**src/rtl/dmem_ws.sv**
```systemverilog
// Data memory with RV32I byte/halfword/word access, valid/ready request handshake,
// a configurable number of wait states and a one-cycle response pulse.
// Only WIDTH=32 is supported (four byte lanes).
module dmem_ws #(
  parameter int unsigned WIDTH       = 32,
  parameter int unsigned DEPTH       = 64,
  parameter int unsigned WAIT_STATES = 1
) (
  input  logic             clk,
  input  logic             rst,
  input  logic             req_valid,
  output logic             req_ready,
  input  logic             we,
  input  logic [2:0]       funct3,
  input  logic [WIDTH-1:0] addr,
  input  logic [WIDTH-1:0] wdata,
  output logic             rsp_valid,
  output logic [WIDTH-1:0] rdata,
  output logic             err
);

  localparam int unsigned LANES = WIDTH / 8;
  localparam int unsigned AW    = $clog2(DEPTH);
  localparam int unsigned BAW   = AW + 2;
  localparam int unsigned CW    = 3;

  typedef enum logic [1:0] {
    S_IDLE = 2'd0,
    S_WAIT = 2'd1,
    S_RESP = 2'd2
  } state_e;

  typedef struct packed {
    logic             we;
    logic [2:0]       funct3;
    logic [BAW-1:0]   addr;
    logic [WIDTH-1:0] wdata;
  } req_t;

  state_e           state_q, state_d;
  logic [CW-1:0]    cnt_q, cnt_d;
  req_t             req_q, req_d;
  logic             ready_q, ready_d;
  logic             rsp_valid_q, rsp_valid_d;
  logic             err_q, err_d;
  logic [WIDTH-1:0] rdata_q, rdata_d;

  logic [WIDTH-1:0] mem_q [DEPTH];

  req_t             cur_req;
  logic             legal;
  logic             aligned;
  logic             acc_err;
  logic             enter_resp;
  logic             mem_we;
  logic [AW-1:0]    widx;
  logic [WIDTH-1:0] rd_word;
  logic [7:0]       rd_byte;
  logic [15:0]      rd_half;
  logic [WIDTH-1:0] load_val;
  logic [LANES-1:0] be;
  logic [WIDTH-1:0] wlane;
  logic             unused_addr_hi;

  // Upper address bits wrap away; fold them so they are consumed.
  assign unused_addr_hi = ^addr[WIDTH-1:BAW];

  assign req_ready = ready_q;
  assign rsp_valid = rsp_valid_q;
  assign err       = err_q;
  assign rdata     = rdata_q;

  // Request seen by the datapath: live inputs while idle, latched copy afterwards.
  always_comb begin
    cur_req = req_q;
    if (state_q == S_IDLE) begin
      cur_req.we     = we;
      cur_req.funct3 = funct3;
      cur_req.addr   = addr[BAW-1:0];
      cur_req.wdata  = wdata;
    end
  end

  // Access legality and alignment decode.
  always_comb begin
    legal   = 1'b0;
    aligned = 1'b0;
    case (cur_req.funct3)
      3'b000: begin legal = 1'b1;        aligned = 1'b1;                         end
      3'b001: begin legal = 1'b1;        aligned = ~cur_req.addr[0];             end
      3'b010: begin legal = 1'b1;        aligned = (cur_req.addr[1:0] == 2'b00); end
      3'b100: begin legal = ~cur_req.we; aligned = 1'b1;                         end
      3'b101: begin legal = ~cur_req.we; aligned = ~cur_req.addr[0];             end
      default: begin legal = 1'b0;       aligned = 1'b0;                         end
    endcase
  end

  assign acc_err = ~(legal & aligned);
  assign widx    = cur_req.addr[BAW-1:2];
  assign rd_word = mem_q[widx];

  // Store byte enables and lane-replicated write data.
  always_comb begin
    be    = '0;
    wlane = cur_req.wdata;
    case (cur_req.funct3[1:0])
      2'b00: begin
        be    = LANES'(1) << cur_req.addr[1:0];
        wlane = {4{cur_req.wdata[7:0]}};
      end
      2'b01: begin
        be    = cur_req.addr[1] ? 4'b1100 : 4'b0011;
        wlane = {2{cur_req.wdata[15:0]}};
      end
      default: begin
        be    = '1;
        wlane = cur_req.wdata;
      end
    endcase
  end

  // Load lane extraction and sign/zero extension.
  always_comb begin
    rd_byte  = 8'h00;
    rd_half  = cur_req.addr[1] ? rd_word[31:16] : rd_word[15:0];
    load_val = '0;
    case (cur_req.addr[1:0])
      2'b00:   rd_byte = rd_word[7:0];
      2'b01:   rd_byte = rd_word[15:8];
      2'b10:   rd_byte = rd_word[23:16];
      default: rd_byte = rd_word[31:24];
    endcase
    case (cur_req.funct3)
      3'b000:  load_val = {{(WIDTH-8){rd_byte[7]}}, rd_byte};
      3'b001:  load_val = {{(WIDTH-16){rd_half[15]}}, rd_half};
      3'b010:  load_val = rd_word;
      3'b100:  load_val = {{(WIDTH-8){1'b0}}, rd_byte};
      3'b101:  load_val = {{(WIDTH-16){1'b0}}, rd_half};
      default: load_val = '0;
    endcase
  end

  // FSM next state, wait counter and request latch.
  always_comb begin
    state_d = state_q;
    cnt_d   = cnt_q;
    req_d   = req_q;
    case (state_q)
      S_IDLE: begin
        if (req_valid) begin
          req_d   = cur_req;
          cnt_d   = CW'(WAIT_STATES);
          state_d = (WAIT_STATES > 0) ? S_WAIT : S_RESP;
        end
      end
      S_WAIT: begin
        cnt_d = cnt_q - CW'(1);
        if (cnt_q <= CW'(1)) begin
          state_d = S_RESP;
        end
      end
      S_RESP: begin
        state_d = S_IDLE;
      end
      default: begin
        state_d = S_IDLE;
      end
    endcase
  end

  assign enter_resp = (state_d == S_RESP) && (state_q != S_RESP);
  // A store never commits while reset is held.
  assign mem_we     = enter_resp && cur_req.we && ~acc_err && rst;

  // Registered outputs: ready follows the next state, response fields load on entry to RESP.
  always_comb begin
    ready_d     = (state_d == S_IDLE);
    rsp_valid_d = 1'b0;
    err_d       = 1'b0;
    rdata_d     = rdata_q;
    if (enter_resp) begin
      rsp_valid_d = 1'b1;
      err_d       = acc_err;
      rdata_d     = (acc_err || cur_req.we) ? '0 : load_val;
    end
  end

  // Control and response registers.
  always_ff @(posedge clk or negedge rst) begin
    if (!rst) begin
      state_q     <= S_IDLE;
      cnt_q       <= '0;
      req_q       <= '0;
      ready_q     <= 1'b1;
      rsp_valid_q <= 1'b0;
      err_q       <= 1'b0;
      rdata_q     <= '0;
    end else begin
      state_q     <= state_d;
      cnt_q       <= cnt_d;
      req_q       <= req_d;
      ready_q     <= ready_d;
      rsp_valid_q <= rsp_valid_d;
      err_q       <= err_d;
      rdata_q     <= rdata_d;
    end
  end

  // Byte-lane RAM write; contents are not reset.
  always_ff @(posedge clk) begin
    if (mem_we) begin
      for (int l = 0; l < int'(LANES); l++) begin
        if (be[l]) begin
          mem_q[widx][8*l +: 8] <= wlane[8*l +: 8];
        end
      end
    end
  end

endmodule

```
**config.mk**
```make
export PLATFORM = sky130hd
export DESIGN_NAME = dmem_ws
export DESIGN_NICKNAME = d
export VERILOG_FILES = /design/src/rtl/dmem_ws.sv
export SDC_FILE = /design/constraint.sdc
export NUM_CORES = 2
export LEC_CHECK = 0
export CAP_MARGIN = 20
export CORE_ASPECT_RATIO = 1.25
export CORE_MARGIN = 3
export CORE_UTILIZATION = 55
export DETAILED_ROUTE_END_ITERATION = 16
export PLACE_DENSITY = 0.68
export SETUP_SLACK_MARGIN = 0.1
export SLEW_MARGIN = 20
export SYNTH_ARGS = -nofsm -noshare
export SYNTH_HDL_FRONTEND = slang
export SYNTH_SLANG_ARGS = --single-unit
```
**constraint.sdc**
```tcl
create_clock -name clk -period 6.3 [get_ports clk]
set_clock_uncertainty 0.1 [all_clocks]
set_input_delay 0.63 -clock clk [delete_from_list [all_inputs] [get_ports clk]]
set_output_delay 0.63 -clock clk [all_outputs]
set_load 0.02 [all_outputs]
```
==> reports/metrics.csv <==
metric,value,unit
final setup fails,0,
slew margin rel.,14.9,%
Chip Width,353,um
DRT iter0 DRCs,8041,
Yosys cell types,87,
worst-margin pin slew,1.27,ns
area of the multi-input gates,17800,um2
GRT Overall Usage,32.7,%
Vias,53900,
WS Path Type,register to register,
Num CTS Buffers,189,
Lkg Pwr,30.5,nW
Sw Share,39.9,%
fraction of layout cells with a size suffix above 1,14.5,%
status,finished clean,
Area growth syn-to-layout,13.8,%
CTS max path bufs,3,
Resized Gates After CTS,0,
DRT Wirelength,258000,um
worst setup margin,0.814,ns
overall power,51.0,mW
VDD IR-drop max,0.669,mV
FP Rows,158,
die footprint,155000,um2
"Clk pin slew, worst setup/hold paths",0.06,ns
count of antenna-violating nets left after detailed routing,0,
Final HPWL DP,157000,um
DP Cell Count,7372,
IO Port Bufs,81,
Post-synth EDFFs,2048,
Fmax,182,MHz
Sum Neg Setup Slack,0,ns
Psw,20.3,mW
utilization after layout,63.3,%
final cell count without fillers,7722,
num ports,106,
PD cells,541,nW/um2
sequential group share of total power,39.0,%
CP max FO,45,
MaxCap Viol Count,0,
core area,149000,um2
period utilization,87.1,%
number of global-route vias before repair,51500,
clock latency on the worst-skew pair,0.85,ns
# fillers,10600,
CTS tree,yes,
HP Class,input port to asynchronous set/reset pin,
critical path capture point type,register,
per-cell routed wire length,33.4,um
Clock power frac,21.5,%
Die Height,440,um
Pint,30.6,mW
CTS Hold Buffers Added,1,
GPL Wtd Cong,0.941,
Pre-Repair DR Iteration Count,8,
Via-to-Cell Ratio,6.98,
pre-CTS WS,0.586,ns
synth warn,0,
H-tree depth reported by CTS,4,
final net count,5641,
global-route wire length before repair,366000,um
Post-synth top flop,edfxtp_1,
unrepaired setup endpoints after global routing,false,
clock root buffer,clkbuf_16,
largest net degree at the start of global routing,106,
Final Hold Viols,0,
Post-route DRC,0,
grt total ovfl,0,
Syn Nets,5334,
CP Data Required Time,6.95,ns
max-slew violations,0,
sequential area share after synthesis,76.8,%
syn avg cell area,15.7,um2
Worst EP arrival,6.14,ns
Mapped Cells,5261,
fin crit period,5.49,ns
Reg area,63600,um2
crit path launch type,register,
combinational power share,39.5,%
postcts setup bufs,0,
starting density of the core,55.6,%
Syn Std Cell Area,82900,um2
synthesis-stage register bit count,2132,
initial antenna violation count,12,
# clock sinks,2132,
asr flop ratio synth,3.94,%
==> stage by stage <==
| stage | hold slack, ns | area [um2] |
|---|---|---|
| after floorplan | 0.234 | 82900 |
| after global placement | 0.375 | 88400 |
| after detailed placement | 0.382 | 88400 |
| after CTS | 0.227 | 94200 |
| after global routing | 0.318 | 94300 |
| final | 0.246 | 94300 |
==> cell usage after synthesis, types with 39 or more instances <==
library cell  count  area share, %
dfrtp_1          83            2.5
clkbuf_1        183           0.83
buf_2           139           0.84
nor2_1          121           0.55
a31oi_1          41           0.31
a211oi_1        108           0.98
buf_4            56           0.51
o31ai_1          39           0.35
nor4_1           72           0.54
nand2_1         466            2.1
edfxtp_1       2048             74
o32ai_1          85           0.90
nor3_1          234            1.4
a21oi_1          62           0.37
o22ai_1         442            3.3
o22a_1           45           0.48
mux2i_1         134            1.6
a32o_1           55           0.66
and3_1          136            1.0
nand3_1         142           0.86
o21ai_0          56           0.34
a22oi_1          44           0.40
mux2_2           52           0.71
==> power groups by stage <==
| stage | clock (mW) | sequential, mW | combinational (mW) |
|---|---|---|---|
| after floorplan | 0 | 20.4 | 9.89 |
| after global placement | 0 | 20.1 | 19.0 |
| after detailed placement | 0 | 20.1 | 19.3 |
| after CTS | 11.0 | 19.8 | 19.4 |
| after global routing | 11.5 | 19.9 | 20.7 |
| final | 11.0 | 19.9 | 20.2 |
==> logic make-up after synthesis <==
family                     share of synthesized area (%)
muxes                                               2.37
buffers and inverters                               2.50
DFF                                                 76.8
adders and majority gates                         0.0302
AOI/OAI and AO/OA                                   10.8
and+or+nand+nor                                     7.59
==> critical path, stage by stage (launching register included) <==
cell and delay (ns):
dfrtp_1 0.60, buf_4 0.37, or3b_4 0.75, a22o_4 0.79
buf_12 0.39, o22ai_1 0.13, nor4_1 0.86, buf_4 0.24
o22ai_1 0.23, nor4b_1 0.60, nor4_1 0.13, o21ai_1 0.15
==> state kept, by name (all words and copies together), names as in the netlist <==
signal and cells:
cnt_q 3, mem_q 2048, req_ready 1, rdata 32, err 1, rsp_valid 1
req_q 44, state_q 2
==> final timing paths <==
| path | start | to | slack, ns | cells past startpoint |
|---|---|---|---|---|
| worst max register to register | state_q[0] | rdata[2] | 0.81 | 11 |
| worst min register to register | cnt_q[1] | cnt_q[1] | 0.39 | 2 |
| min in group clk | wdata[11] | req_q[11] | 0.34 | 2 |
| max in group asynchronous | rst | req_q[39] | 4.85 | 3 |
| worst min-delay path | rst | req_q[0] | 0.25 | 2 |
| worst max-delay path | state_q[0] | rdata[2] | 0.81 | 11 |
==> cell usage in the layout (no fill, tap or decap), drive strengths merged, types with 9 or more instances in the layout <==
| cell type | synthesis | routed |
|---|---|---|
| mux2 | 52 | 52 |
| or4 | 11 | 11 |
| o21a | 10 | 10 |
| o31ai | 40 | 40 |
| a221oi | 15 | 15 |
| a32o | 55 | 55 |
| o21ai | 67 | 67 |
| nor2 | 122 | 122 |
| nor4 | 72 | 72 |
| and3 | 136 | 136 |
| inv | 18 | 20 |
| o221ai | 38 | 38 |
| o32a | 25 | 25 |
| clkdlybuf4s50 | 0 | 80 |
| edfxtp | 2048 | 2048 |
| mux2i | 136 | 136 |
| o41ai | 33 | 33 |
| a32oi | 30 | 30 |
| o211ai | 11 | 11 |
| nor3 | 234 | 234 |
| nor4b | 12 | 12 |
| o32ai | 85 | 85 |
| nand4 | 24 | 24 |
| clkbuf | 183 | 238 |
| nand2b | 9 | 9 |
| o31a | 21 | 21 |
| o22a | 45 | 45 |
| a211oi | 108 | 108 |
| a22oi | 44 | 44 |
| nand2 | 467 | 467 |
| buf | 229 | 446 |
| a31oi | 41 | 41 |
| a21oi | 62 | 62 |
| o22ai | 442 | 442 |
| nand3 | 142 | 142 |
| clkinv | 0 | 87 |
| dfrtp | 83 | 83 |
==> final cells by class <==
type                    count  area share, %
multi-input cells        2699           18.8
clock inverters           101          0.800
clock buffers             237           5.30
inverters                  18         0.0769
well taps                2000           2.65
flip-flops and latches   2132           67.4
diodes                      7         0.0186
repair buffers            528           4.88
==> routing by layer <==
metal | share of wire, % | global-route usage [%] | wire length (um)
met5 | 0.015 | 0 | 39
met4 | 7.0 | 20.2 | 18100
met3 | 13 | 7.98 | 32500
met2 | 45 | 49.5 | 116000
met1 | 35 | 43.1 | 91200
No activity file was read; power rests on OpenSTA's default activity.
